===== config.mk =====
export PLATFORM = sky130hd
export DESIGN_NAME = mul_unit
export DESIGN_NICKNAME = d
export VERILOG_FILES = /design/src/rtl/mul_unit.sv
export SDC_FILE = /design/constraint.sdc
export NUM_CORES = 2
export LEC_CHECK = 0
export ABC_AREA = 1
export CAP_MARGIN = 20
export CORE_AREA = 5 5 500 502
export DETAILED_ROUTE_END_ITERATION = 8
export DIE_AREA = 0 0 505 507
export HOLD_SLACK_MARGIN = 0.06
export PLACE_DENSITY = 0.46
export SYNTH_ARGS = -nofsm -noshare
export SYNTH_HDL_FRONTEND = slang
export SYNTH_SLANG_ARGS = --single-unit

===== constraint.sdc =====
create_clock -name clk -period 10.85 [get_ports clk]
set_input_delay 3.255 -clock clk [delete_from_list [all_inputs] [get_ports clk]]
set_output_delay 3.255 -clock clk [all_outputs]
set_load 0.01 [all_outputs]

===== src/rtl/mul_unit.sv =====
`default_nettype none
// ============================================================================
// Module  : mul_unit
// Brief   : Iterative RV64M multiplier (MUL/MULH/MULHSU/MULHU/MULW).
// Revision: 1.0
// ============================================================================
module mul_unit #(
  parameter int XLEN           = 64,
  parameter int BITS_PER_CYCLE = 4
) (
  input  logic            clk,
  input  logic            rst_n,
  input  logic            flush,
  input  logic            req_valid,
  output logic            req_ready,
  input  logic [2:0]      req_funct3,
  input  logic            req_word,
  input  logic [XLEN-1:0] req_a,
  input  logic [XLEN-1:0] req_b,
  output logic            resp_valid,
  input  logic            resp_ready,
  output logic [XLEN-1:0] resp_data
);

  localparam int STEPS = XLEN / BITS_PER_CYCLE;
  localparam int CNT_W = (STEPS > 1) ? $clog2(STEPS) : 1;
  localparam int DW    = 2 * XLEN;
  localparam logic [CNT_W-1:0] LAST_STEP = CNT_W'(STEPS - 1);

  typedef enum logic [1:0] {
    S_IDLE = 2'd0,
    S_CALC = 2'd1,
    S_DONE = 2'd2
  } state_t;

  state_t            r_state;
  state_t            w_state_next;
  logic [DW-1:0]     r_a_sh;
  logic [XLEN-1:0]   r_b_sh;
  logic [DW-1:0]     r_acc;
  logic              r_neg;
  logic              r_hi_sel;
  logic              r_word_sel;
  logic [CNT_W-1:0]  r_cnt;
  logic [XLEN-1:0]   r_resp_data;

  logic              w_accept;
  logic              w_last;
  logic              w_a_signed;
  logic              w_b_signed;
  logic              w_a_neg;
  logic              w_b_neg;
  logic [XLEN-1:0]   w_op_a;
  logic [XLEN-1:0]   w_op_b;
  logic [XLEN-1:0]   w_mag_a;
  logic [XLEN-1:0]   w_mag_b;
  logic              w_hi;
  logic [DW-1:0]     w_partial;
  logic [DW-1:0]     w_acc_sum;
  logic [DW-1:0]     w_prod;
  logic [XLEN-1:0]   w_result;

  assign req_ready  = (r_state == S_IDLE);
  assign resp_valid = (r_state == S_DONE);
  assign resp_data  = r_resp_data;
  assign w_accept   = (r_state == S_IDLE) && req_valid && !flush;
  assign w_last     = (r_cnt == LAST_STEP);

  // MULW forces an unsigned low-word multiply regardless of funct3.
  assign w_a_signed = !req_word && ((req_funct3 == 3'b001) || (req_funct3 == 3'b010));
  assign w_b_signed = !req_word && (req_funct3 == 3'b001);
  assign w_hi       = !req_word && ((req_funct3 == 3'b001) || (req_funct3 == 3'b010) ||
                                    (req_funct3 == 3'b011));
  assign w_op_a     = req_word ? {{(XLEN-32){1'b0}}, req_a[31:0]} : req_a;
  assign w_op_b     = req_word ? {{(XLEN-32){1'b0}}, req_b[31:0]} : req_b;
  assign w_a_neg    = w_a_signed && w_op_a[XLEN-1];
  assign w_b_neg    = w_b_signed && w_op_b[XLEN-1];
  assign w_mag_a    = w_a_neg ? -w_op_a : w_op_a;
  assign w_mag_b    = w_b_neg ? -w_op_b : w_op_b;

  // One radix-2^BITS_PER_CYCLE digit of |b| times the pre-shifted |a|.
  always_comb begin
    w_partial = '0;
    for (int i = 0; i < BITS_PER_CYCLE; i++) begin
      if (r_b_sh[i]) begin
        w_partial = w_partial + (r_a_sh << i);
      end
    end
  end

  assign w_acc_sum = r_acc + w_partial;
  assign w_prod    = r_neg ? -w_acc_sum : w_acc_sum;

  always_comb begin
    w_result = w_prod[XLEN-1:0];
    if (r_word_sel) begin
      w_result = {{(XLEN-32){w_prod[31]}}, w_prod[31:0]};
    end else if (r_hi_sel) begin
      w_result = w_prod[DW-1:XLEN];
    end
  end

  always_comb begin
    w_state_next = r_state;
    case (r_state)
      S_IDLE: if (req_valid) w_state_next = S_CALC;
      S_CALC: if (w_last)    w_state_next = S_DONE;
      S_DONE: if (resp_ready) w_state_next = S_IDLE;
      default:               w_state_next = S_IDLE;
    endcase
    if (flush) begin
      w_state_next = S_IDLE;
    end
  end

  always_ff @(posedge clk or negedge rst_n) begin
    if (!rst_n) begin
      r_state     <= S_IDLE;
      r_a_sh      <= '0;
      r_b_sh      <= '0;
      r_acc       <= '0;
      r_neg       <= 1'b0;
      r_hi_sel    <= 1'b0;
      r_word_sel  <= 1'b0;
      r_cnt       <= '0;
      r_resp_data <= '0;
    end else begin
      r_state <= w_state_next;
      if (w_accept) begin
        r_a_sh     <= {{XLEN{1'b0}}, w_mag_a};
        r_b_sh     <= w_mag_b;
        r_acc      <= '0;
        r_neg      <= w_a_neg ^ w_b_neg;
        r_hi_sel   <= w_hi;
        r_word_sel <= req_word;
        r_cnt      <= '0;
      end else if ((r_state == S_CALC) && !flush) begin
        r_acc  <= w_acc_sum;
        r_a_sh <= r_a_sh << BITS_PER_CYCLE;
        r_b_sh <= r_b_sh >> BITS_PER_CYCLE;
        r_cnt  <= r_cnt + CNT_W'(1);
        if (w_last) begin
          r_resp_data <= w_result;
        end
      end
    end
  end

endmodule
`default_nettype wire


==> summary.txt <==
Worst setup path
  – Crit Path Max Fanout: 4
  – Req. time, crit path: approximately 12 ns
  – Crit. End Element: flop
  – R2R setup slack: -0.11 ns
  – CP startpoint kind: flop
  – Buffer and inverter count on the worst path: 19
  – Worst Path Class, Setup: flop to flop
  – Top Family by Delay on Critical Path: simple AND/OR/NAND/NOR gates
  – Crit path DAT: 11.63 ns
  – CP max stage cell: or3_4
  – Max stage delay on crit path: approximately 0.5 ns
  – Reg-to-reg endpoint: resp_data[63]
  – Worst reg2reg startpoint: r_b_sh[0]
  – R2R cell count: just over 70

Die
  – Die X: 505 µm
  – Initial core utilization: 0.2987
  – Row cnt: roughly 180
  – I/O Pins: slightly above 200
  – Die ar.: about 260000 µm²
  – Die H: just over 500 µm
  – Core box area: 244800 µm²

Layout
  – Syn-to-layout area delta: 57.36%
  – Final Instance Area: approximately 120000 µm²
  – Fill count: 26556
  – Fin nets: approximately 18000
  – Share of post-route cells with drive strength above 1: 0.3321

Synth
  – Synth Area in Compound Gates: 0.2051
  – Multiplexer share of the synthesized area: 0
  – Ys async rst share: 1.000
  – Largest cells by area after synthesis: nand2_1 (19%), dfrtp_1 (13%), inv_1 (11%), ha_1 (8.8%), nor2_1 (7.9%)
  – Seq/Total Area, Yosys: 0.1345
  – Top FF cell, synth: dfrtp_1
  – #FFs+latches synth: approximately 390
  – Top cell type's share of synthesized area: 0.1918
  – Synth Area in XOR/XNOR: 0.05482
  – Synth cell types: a little over 80
  – Yosys warnings: 0
  – Simple-gate share of the synthesized area: 0.3803
  – Largest family of logic cells by synthesized area: simple AND/OR/NAND/NOR gates
  – Syn nets: about 14000
  – Mapped Area: 73130 µm²
  – Mean Syn Cell Area: roughly 5.5 µm²
  – Mapped Cells: 13240
  – Most common cell in the netlist: nand2_1
  – Synth Area in Adders: 0.08870
  – Number of synthesized flops with an enable pin: 0
  – Top cell type by total area after synthesis: nand2_1
  – Commonest cells post-synth: nand2_1 (3736), inv_1 (2222), nor2_1 (1539)

Clock network
  – Inserted Clock Buffers: 54
  – Sinks on Clock Net: roughly 390
  – TritonCTS clock tree: built
  – Clock slew at reported path FFs: around 0.060 ns
  – Clk_lat worst skew: ~0.78 ns
  – Hold_buf cts: 0
  – Deepest clock path buffer count: 3
  – Clock root buffer: clkbuf_16
  – CTS H-tree depth: 2

Placement
  – RePlAce Congestion: 1.066
  – Placed Area: between 100000 and 150000 µm²
  – PortBufs: ~200
  – Dpl hpwl: 368500 µm

Route
  – DRT Wirelength: 429900 µm
  – Routed length per instance: 21.16 µm
  – Routed vias/inst: just under 5
  – DRC Markers: 0
  – DR iter-0 viols: around 8500
  – Via total after detailed routing: approximately 100000
  – Final antenna-violating net count: 0
  – DR pass1 iterations: 6

Worst hold path
  – Hold path startpoint: resp_data[3]
  – Worst hold path endpoint: resp_data[3]
  – HP Class: flop to flop
  – Hold Path Depth: 2

STA
  – Setup ws final: -0.1082 ns
  – Min Tclk post-route: between 10 and 15 ns
  – # setup viols final: 2
  – Final Max Slew Viols: 0
  – Rel. slew slack: 0.1676
  – Hold Fails Final Rpt: 0
  – Clk_skew: 0.09928 ns
  – Fin crit share: 1.010
  – Fmax: between 90 and 100 MHz
  – TNS Setup: -0.1232 ns
  – RSZ-0062 raised after global routing: true
  – Actual slew at the worst max-slew pin: between 1 and 1.5 ns
  – Fin Hold WS: 0.4790 ns

Global routing
  – Vias in the first global route: 95705
  – Gr usage total: 0.3189
  – First-pass GRT wire length: about 610000 µm
  – Largest net degree at the start of global routing: 170
  – Gr ovfl total: 0
  – Initial antenna violation count: 6

Flow run
  – Max-Cap Viols: 0

Status
  – Status: complete, but fails checks
  – Failing checks: setup timing

Power and ir drop
  – Pwr dens: roughly 290 nW/µm²
  – Lkg Pwr: ~60 nW
  – Tot Pwr: 0.03327 W
  – Worst vdd ir: 185.0 µV
==> cell usage in the layout (no fill, tap or decap), types with 31 or more instances in the layout <==
cell	instances
clkbuf_16	58
a31oi_2	31
ha_4	100
o21a_1	65
xor2_1	201
nand2_2	311
a31oi_1	125
buf_4	3757
nor3_1	99
inv_1	2172
nor2_4	79
xnor2_1	161
nand2_4	44
inv_2	172
nor3_2	45
a21oi_1	739
xnor2_2	43
nor2_2	290
nand4_1	120
o21ai_2	119
nand3b_1	45
o221ai_1	45
or2_2	60
o21ai_1	229
o22ai_1	86
ha_1	395
o21ai_0	759
nand3_2	57
nor2_1	1271
nand3_1	508
clkdlybuf4s50_1	201
nand2_1	3521
a21oi_2	202
a21o_1	58
o211ai_1	39
o21bai_1	41
dfrtp_1	387
==> worst max path at each step <==
stage	from	endpoint	slack, ns	cells past startpoint
after floorplan	r_b_sh[0]	resp_data[60]	0.83	82
after global placement	r_b_sh[0]	resp_data[63]	-1.66	76
after detailed placement	r_b_sh[0]	resp_data[63]	-1.61	77
after CTS	r_b_sh[0]	resp_data[63]	-0.09	81
after global routing	r_b_sh[0]	resp_data[63]	-0.67	83
final	r_b_sh[0]	resp_data[63]	-0.11	72
==> power breakdown <==
| group | internal (W) | switching (W) |
|---|---|---|
| Clock | 0.00114 | 0.000891 |
| Sequential | 0.00179 | 0.000431 |
| Combinational | 0.0122 | 0.0168 |
==> state kept, by name, summed over array words and instances (netlist names) <==
name / count
r_word_sel: 1
r_hi_sel: 1
r_state: 2
resp_data: 64
r_cnt: 4
r_neg: 1
r_acc: 128
r_a_sh: 128
r_b_sh: 64
==> cell type report <==
class,count,area [µm²],area share
Antenna cell,4,10.01,0.00008698
Clock buffer,68,1514,0.01316
Clock inverter,33,437.9,0.003805
Inverter,2369,8916,0.07748
Multi-Input combinational cell,10214,59040,0.5131
Sequential cell,393,9849,0.08559
Tap cell,3220,4029,0.03501
Timing Repair Buffer,4018,31280,0.2718
==> metal layers <==
layer  wire, µm  share of wire  global-route usage
met3      23680          0.055             0.02876
met5         13       0.000030                   0
met2     186300           0.43              0.5072
met1     191000           0.44              0.4269
met4      28900          0.067              0.1728
==> through the flow <==
step           utilization  setup WS, ns  std cells
3_5_place_dp        0.4330        -1.608      20060
3_3_place_gp        0.4330        -1.662      20060
5_1_grt             0.4701       -0.6735      20317
6_report            0.4701       -0.1082      20319
2_1_floorplan            -        0.8305      13240
4_1_cts             0.4533      -0.08712      20231
==> repair_timing <==
| action | in CTS | in global routing |
|---|---|---|
| buffers inserted | 68 | 81 |
| setup endpoints to repair | 91 | 79 |
| gates cloned | 3 | 4 |
| gates resized for setup | 689 | 875 |
| pin swaps | 110 | 273 |
==> worst min-delay path: stages, from the launching register on <==
cell and delay, ns:
dfrtp_1 0.34, nand2_1 0.05, nand2_1 0.05
==> cell families after synthesis <==
| family | Yosys count |
|---|---|
| AO/OA/AOI/OAI | 2689 |
| XOR/XNOR | 417 |
| adder cells (fa/ha/maj) | 516 |
| buffers and inverters | 2633 |
| flip-flops | 393 |
| AND/OR/NAND/NOR | 6592 |
Power figures use the tool's default switching activity.
